`config.mk`:
```
export PLATFORM = sky130hd
export DESIGN_NAME = fifo_status_led_ctrl_flat
export DESIGN_NICKNAME = d
export VERILOG_FILES = /design/src/rtl/fifo_status_led_ctrl_if.sv /design/src/rtl/fifo_status_led_ctrl.sv /design/src/flat_wrapper.sv
export SDC_FILE = /design/constraint.sdc
export NUM_CORES = 1
export LEC_CHECK = 0
export BUFFER_PORTS_ARGS = -buffer_cell sky130_fd_sc_hd__buf_4
export CAP_MARGIN = 25
export CORE_MARGIN = 4
export CORE_UTILIZATION = 30
export CTS_BUF_LIST = sky130_fd_sc_hd__clkbuf_8
export DETAILED_ROUTE_END_ITERATION = 8
export HOLD_SLACK_MARGIN = 0.15
export SYNTH_ARGS = -nofsm -noshare
export SYNTH_HDL_FRONTEND = slang
export SYNTH_SLANG_ARGS = --single-unit
```
`constraint.sdc`:
```
create_clock -name led_clk -period 6.3 [get_ports led_clk]
set_input_delay 0.63 -clock led_clk [delete_from_list [all_inputs] [get_ports led_clk]]
set_output_delay 0.63 -clock led_clk [all_outputs]
set_load 0.01 [all_outputs]
```
`src/rtl/fifo_status_led_ctrl_if.sv`:
```
// fifo_status_led_ctrl_if: async FIFO status inputs and LED/status outputs of fifo_status_led_ctrl
interface fifo_status_led_ctrl_if #(parameter int CNT_W = 8);
  logic pll_lock, rst_busy_i, rdata_error_i, fifo_full_i, fifo_empty_i;
  logic led_blink, led_error, led_full, led_empty;
  logic [1:0] state_o;
  logic [CNT_W-1:0] full_cnt_o;
  modport master (
    output pll_lock, rst_busy_i, rdata_error_i, fifo_full_i, fifo_empty_i,
    input led_blink, led_error, led_full, led_empty, state_o, full_cnt_o
  );
  modport slave (
    input pll_lock, rst_busy_i, rdata_error_i, fifo_full_i, fifo_empty_i,
    output led_blink, led_error, led_full, led_empty, state_o, full_cnt_o
  );
endinterface

```
`src/rtl/fifo_status_led_ctrl.sv`:
```
// fifo_status_led_ctrl: resynchronised FIFO health FSM driving heartbeat, error and stretched flag LEDs.
// Define FIFO_STATUS_LED_ACTIVE_LOW_EN for active-low LEDs (reset value 1).
module fifo_status_led_ctrl #(
  parameter int SYNC_STAGE = 2,
  parameter int BLINK_W    = 20,
  parameter int STRETCH_W  = 16,
  parameter int CNT_W      = 8
) (
  input logic led_clk,
  input logic sys_rst,
  fifo_status_led_ctrl_if.slave st
);
`ifdef FIFO_STATUS_LED_ACTIVE_LOW_EN
  localparam logic AL = 1'b1;
`else
  localparam logic AL = 1'b0;
`endif
  typedef enum logic [1:0] {WAIT_LOCK, WAIT_RST, RUN, FAULT} state_t;
  state_t state, state_n;
  logic [SYNC_STAGE-1:0][4:0] sync;
  logic lock_s, busy_s, err_s, full_s, empty_s, full_d, empty_d;
  logic full_rise, empty_rise, chg, tog;
  logic [BLINK_W-1:0] beat;
  logic [STRETCH_W-1:0] full_str, empty_str;
  logic blink_q, error_q, full_q, empty_q;
  logic [CNT_W-1:0] cnt;
  assign {lock_s, busy_s, err_s, full_s, empty_s} = sync[SYNC_STAGE-1];
  assign full_rise  = full_s & ~full_d;
  assign empty_rise = empty_s & ~empty_d;
  assign chg = state_n != state;
  assign tog = state == RUN ? &beat : state == FAULT ? &beat[BLINK_W-3:0] : 1'b0;
  always_ff @(posedge led_clk or posedge sys_rst)
    if (sys_rst) begin
      sync    <= '0;
      full_d  <= 1'b0;
      empty_d <= 1'b0;
    end else begin
      sync    <= {sync[SYNC_STAGE-2:0], {st.pll_lock, st.rst_busy_i, st.rdata_error_i, st.fifo_full_i, st.fifo_empty_i}};
      full_d  <= full_s;
      empty_d <= empty_s;
    end
  always_ff @(posedge led_clk or posedge sys_rst)
    if (sys_rst) state <= WAIT_LOCK;
    else state <= state_n;
  // error wins over lock loss, lock loss over reset-busy
  always_comb begin
    state_n = state;
    case (state)
      WAIT_LOCK: state_n = lock_s ? WAIT_RST : WAIT_LOCK;
      WAIT_RST:  state_n = !lock_s ? WAIT_LOCK : !busy_s ? RUN : WAIT_RST;
      RUN:       state_n = err_s ? FAULT : !lock_s ? WAIT_LOCK : busy_s ? WAIT_RST : RUN;
      default:   state_n = FAULT;
    endcase
  end
  always_ff @(posedge led_clk or posedge sys_rst)
    if (sys_rst) begin
      beat      <= '0;
      blink_q   <= AL;
      error_q   <= AL;
      full_str  <= '0;
      empty_str <= '0;
      full_q    <= AL;
      empty_q   <= AL;
      cnt       <= '0;
    end else begin
      beat      <= chg ? '0 : beat + 1'b1;
      blink_q   <= chg ? (state_n == WAIT_RST) ^ AL :
                   state == WAIT_LOCK ? AL : state == WAIT_RST ? ~AL : blink_q ^ tog;
      error_q   <= (state_n == FAULT) ^ AL;
      full_str  <= full_rise ? '1 : full_str - STRETCH_W'(|full_str);
      empty_str <= empty_rise ? '1 : empty_str - STRETCH_W'(|empty_str);
      full_q    <= (full_s | (|full_str)) ^ AL;
      empty_q   <= (empty_s | (|empty_str)) ^ AL;
      cnt       <= (full_rise && state == RUN && !(&cnt)) ? cnt + 1'b1 : cnt;
    end
  assign st.led_blink  = blink_q;
  assign st.led_error  = error_q;
  assign st.led_full   = full_q;
  assign st.led_empty  = empty_q;
  assign st.state_o    = state;
  assign st.full_cnt_o = cnt;
endmodule

```
`src/flat_wrapper.sv`:
```
// flat-port wrapper written by rule: the top's interface ports become plain ports
module fifo_status_led_ctrl_flat 
#(
  parameter int SYNC_STAGE = 2,
  parameter int BLINK_W    = 20,
  parameter int STRETCH_W  = 16,
  parameter int CNT_W      = 8
)
  (led_clk, sys_rst, st_pll_lock, st_rst_busy_i, st_rdata_error_i, st_fifo_full_i, st_fifo_empty_i, st_led_blink, st_led_error, st_led_full, st_led_empty, st_state_o, st_full_cnt_o);
  fifo_status_led_ctrl_if #(.CNT_W(CNT_W)) st_i ();
  input logic led_clk;
  input logic sys_rst;
  input wire logic [$bits(st_i.pll_lock)-1:0] st_pll_lock;
  input wire logic [$bits(st_i.rst_busy_i)-1:0] st_rst_busy_i;
  input wire logic [$bits(st_i.rdata_error_i)-1:0] st_rdata_error_i;
  input wire logic [$bits(st_i.fifo_full_i)-1:0] st_fifo_full_i;
  input wire logic [$bits(st_i.fifo_empty_i)-1:0] st_fifo_empty_i;
  output wire logic [$bits(st_i.led_blink)-1:0] st_led_blink;
  output wire logic [$bits(st_i.led_error)-1:0] st_led_error;
  output wire logic [$bits(st_i.led_full)-1:0] st_led_full;
  output wire logic [$bits(st_i.led_empty)-1:0] st_led_empty;
  output wire logic [$bits(st_i.state_o)-1:0] st_state_o;
  output wire logic [$bits(st_i.full_cnt_o)-1:0] st_full_cnt_o;
  assign st_i.pll_lock = st_pll_lock;
  assign st_i.rst_busy_i = st_rst_busy_i;
  assign st_i.rdata_error_i = st_rdata_error_i;
  assign st_i.fifo_full_i = st_fifo_full_i;
  assign st_i.fifo_empty_i = st_fifo_empty_i;
  assign st_led_blink = st_i.led_blink;
  assign st_led_error = st_i.led_error;
  assign st_led_full = st_i.led_full;
  assign st_led_empty = st_i.led_empty;
  assign st_state_o = st_i.state_o;
  assign st_full_cnt_o = st_i.full_cnt_o;
  fifo_status_led_ctrl #(.SYNC_STAGE(SYNC_STAGE), .BLINK_W(BLINK_W), .STRETCH_W(STRETCH_W), .CNT_W(CNT_W)) u_core (.led_clk(led_clk), .sys_rst(sys_rst), .st(st_i));
endmodule
```
==> implementation parameters <==
Parameter                              Value

Status
  Result of the run    complete, no violations

Pwr
  LEAKAGE    0.001557 uW
  Internal power component    928.2 uW
  Combinational group share of total power    0.175
  Clock Power Share    0.351
  Reported net switching power    359.9 uW
  Maximum ir drop on the vdd rail    0.0001511 V
  Pwr/cell area    312.3 nW/um^2
  Flop pwr share    0.474
  Sw Share    0.2794

STA
  Total setup violations reported at the end of the flow    0
  RSZ-0062 raised after global routing    no
  Accumulated negative setup slack    0 ns
  Transition time of the tightest slew-check pin    0.7167 ns
  Worst setup skew after layout    0.008673 ns
  Clock period minus final worst setup slack    2.784 ns
  Final Hold Fails    0
  Max frequency    0.3591 GHz
  Fin crit share    0.4420
  Final Max Slew Viols    0
  Max-slew headroom at the worst pin    0.5200

Worst setup path
  Setup slack, reg-to-reg    3.52 ns
  Type of the worst setup path    flop to flop
  R2R Path End    u_core.full_str[11]
  Reg2reg start    u_core.full_str[10]
  CP startpoint kind    flop
  Worst-path maximum fanout    9
  Type of element capturing the critical path    flop
  Crit path arrival time    3.00 ns
  Worst-case reg-to-reg path depth    8
  Data required time at the worst endpoint    6.51 ns

Floorplan
  Floorplan row count    39
  I/O Pins    21
  Core outline area    11470 sq um
  Starting utilization of the core area    0.3071
  Die Height    116.4 um
  Die Width    116.4 um
  Floorplan die area    13540 sq um

Synth
  Async set or reset register ratio after synthesis    1.000
  Sequential element share of the synthesized area    0.5542
  Count of unique library cells instantiated by Yosys    43
  Net count of the mapped netlist    349
  YS warnings    0
  Gate count of the mapped netlist    334
  Post-Synthesis Cell Area    3522 sq um
  Biggest area consumer among synthesized cells    sky130_fd_sc_hd__dfrtp_1
  Count of state elements after synthesis    78
  Top cells by area in the synthesized netlist    sky130_fd_sc_hd__dfrtp_1, sky130_fd_sc_hd__xnor2_1, sky130_fd_sc_hd__xor2_1, sky130_fd_sc_hd__nand2_1, sky130_fd_sc_hd__nand4_1
  Number of enable-type register cells in the synthesized netlist    0
  Portion of synthesized cell area occupied by the leading cell type    0.5542
  Post-Syn Area per Cell    10.55 sq um
  Most used flip-flop cell after synthesis    sky130_fd_sc_hd__dfrtp_1

Final layout
  Area growth syn-to-layout    17.09%
  Number of fillers in the final layout    1128
  Final design area excluding fillers    4124 sq um
  Most common cell after layout, fill and taps aside    sky130_fd_sc_hd__dfrtp_1
  Diode insertion count for antenna repair    0
  Commonest cells after routing, fill and taps aside    sky130_fd_sc_hd__dfrtp_1, sky130_fd_sc_hd__nand2_1, sky130_fd_sc_hd__nor2_1
  Fraction of final layout cells sized beyond drive strength 1    0.1366
  Final Net Count    377

Clock network
  CTS tree    yes
  Clock buffer count from CTS    9
  # hold bufs at CTS    0
  Root buffer cell    sky130_fd_sc_hd__clkbuf_8
  Maximum clock insertion buffer count    2
  Post-CTS setup buffer count    0
  Insertion delay to the later sink of the worst-skew pair    0.35 ns
  TritonCTS Sinks    78
  Worst-path clk slew    0.08 ns
  Cts repair resizes    0
  # H-tree levels    3

Detailed routing
  Wire length reported by the detailed router    6098 um
  Via-per-instance ratio    4.807
  Number of DRC violations after detailed routing    0
  Vias    2447
  Detailed-router iteration count before antenna repair    4
  Starting DRT DRC Count    111
  Number of nets with antenna violations after routing    0
  Uppermost layer routed    met4
  Total routed wire length on the met1 layer    2981 um
  Met2 wire length    2744 um
  Routed length per instance    11.98 um
  Routed wire length on met3    272 um

Global route
  Total GRT Usage    0.1024
  Pin count of the biggest net entering global routing    79
  Total global routing overflow    0
  First-pass GRT wire length    11100 um
  Antenna violations before repair    0
  Vias in the first global route    2497

Placement
  Area after DPL    3851 sq um
  Placed wire-length estimate    4132 um
  Last weighted congestion value of the routability-driven placer    0.7699
  IO Port Bufs    20

Worst hold path
  Type of the most critical hold path    input port to async pin

Job
  Count of maximum capacitance violations    0
==> critical path: stages, from the launching register on <==
cell and delay [ns]:
sky130_fd_sc_hd__dfrtp_1 0.41, sky130_fd_sc_hd__or4_4 0.57, sky130_fd_sc_hd__nor4_1 0.39, sky130_fd_sc_hd__nand4_1 0.19
sky130_fd_sc_hd__ha_1 0.27, sky130_fd_sc_hd__or4b_1 0.34, sky130_fd_sc_hd__and4bb_2 0.27, sky130_fd_sc_hd__xnor2_1 0.13
sky130_fd_sc_hd__nand2_1 0.07
==> registers in the layout, indices dropped and copies added (netlist names), 2 cells and up <==
register / flops
u_core.beat: 20
u_core.empty_str: 16
u_core.full_str: 16
u_core.st.full_cnt_o: 8
u_core.sync: 5
u_core.st.state_o: 2
==> cell type report <==
type                       count  area [sq um]  area share
inverter                      12         45.04     0.01092
multi-input combinational    237          1499      0.3635
timing repair buffer          24         203.9     0.04945
tap                          143         178.9     0.04339
clock inverter                 5         107.6     0.02609
sequential                    78          1952      0.4733
clock buffer                  10         137.6     0.03337
==> power groups by stage <==
| stage | Sequential [uW] | Clock [uW] | Combinational (uW) |
|---|---|---|---|
| floorplan | 609 | 0 | 152 |
| global placement | 619 | 0 | 215 |
| detailed placement | 621 | 0 | 227 |
| CTS | 612 | 468 | 228 |
| global route | 622 | 493 | 256 |
| finish | 611 | 452 | 225 |
==> per-layer routing <==
| metal | vias up | global-route usage |
|---|---|---|
| met5 | - | 0 |
| met4 | 0 | 0.03867 |
| met3 | 9 | 0.03627 |
| met2 | 37 | 0.1621 |
| met1 | 1162 | 0.1289 |
| li1 | 1239 | - |
==> per-stage QoR <==
stage	power [uW]	std cells	worst slack [ns]	hold WS, ns	utilization
floorplan	760.8	334	3.675	0.3312	-
global placement	834.5	492	3.643	0.3322	0.3349
detailed placement	848.2	493	3.547	0.3356	0.3358
CTS	1308	508	3.523	0.3540	0.3572
global route	1371	509	3.277	0.2231	0.3596
finish	1288	509	3.516	0.2392	0.3596
==> synth_stat cells, types with 2 or more instances <==
library cell               instances
sky130_fd_sc_hd__dfrtp_1          78
sky130_fd_sc_hd__a21oi_1           8
sky130_fd_sc_hd__o211ai_1          2
sky130_fd_sc_hd__and3_1            6
sky130_fd_sc_hd__o21ai_0           9
sky130_fd_sc_hd__or2_2             3
sky130_fd_sc_hd__nor4_1           10
sky130_fd_sc_hd__clkbuf_1          7
sky130_fd_sc_hd__nor2b_1           4
sky130_fd_sc_hd__xor2_1           15
sky130_fd_sc_hd__nand3_1          17
sky130_fd_sc_hd__o21bai_1          2
sky130_fd_sc_hd__nor2_1           30
sky130_fd_sc_hd__or3_1             2
sky130_fd_sc_hd__or4_1             4
sky130_fd_sc_hd__nand4_1          18
sky130_fd_sc_hd__o31ai_1           4
sky130_fd_sc_hd__inv_1            12
sky130_fd_sc_hd__xnor2_1          24
sky130_fd_sc_hd__ha_1              8
sky130_fd_sc_hd__nand3b_1          2
sky130_fd_sc_hd__nor3_1            9
sky130_fd_sc_hd__nand2_1          32
sky130_fd_sc_hd__o41ai_1           2
sky130_fd_sc_hd__nand2b_1          8
==> logic make-up (layout without fill, tap and decap cells) <==
group / Yosys count / in the layout / share of synthesized area
adder cells (fa/ha/maj): 8 / 8 / 0.02842
flip-flops: 78 / 78 / 0.5542
AND/OR/NAND/NOR: 153 / 153 / 0.2298
XOR/XNOR: 39 / 39 / 0.09698
buffers and inverters: 19 / 51 / 0.02025
multiplexers: 2 / 2 / 0.006039
AO/OA/AOI/OAI: 35 / 35 / 0.06430
==> worst max path at each step <==
stage / from / to / slack (ns) / cells past startpoint
4_1_cts: u_core.full_str[10] / u_core.full_str[11] / 3.52 / 8
6_report: u_core.full_str[10] / u_core.full_str[11] / 3.52 / 8
3_5_place_dp: u_core.full_str[10] / u_core.full_str[11] / 3.55 / 8
3_3_place_gp: u_core.full_str[10] / u_core.full_str[11] / 3.64 / 8
5_1_grt: u_core.full_str[10] / u_core.full_str[11] / 3.28 / 8
2_1_floorplan: sys_rst / u_core.beat[0] / 3.67 / 1
No activity file was read; power rests on OpenSTA's default activity.
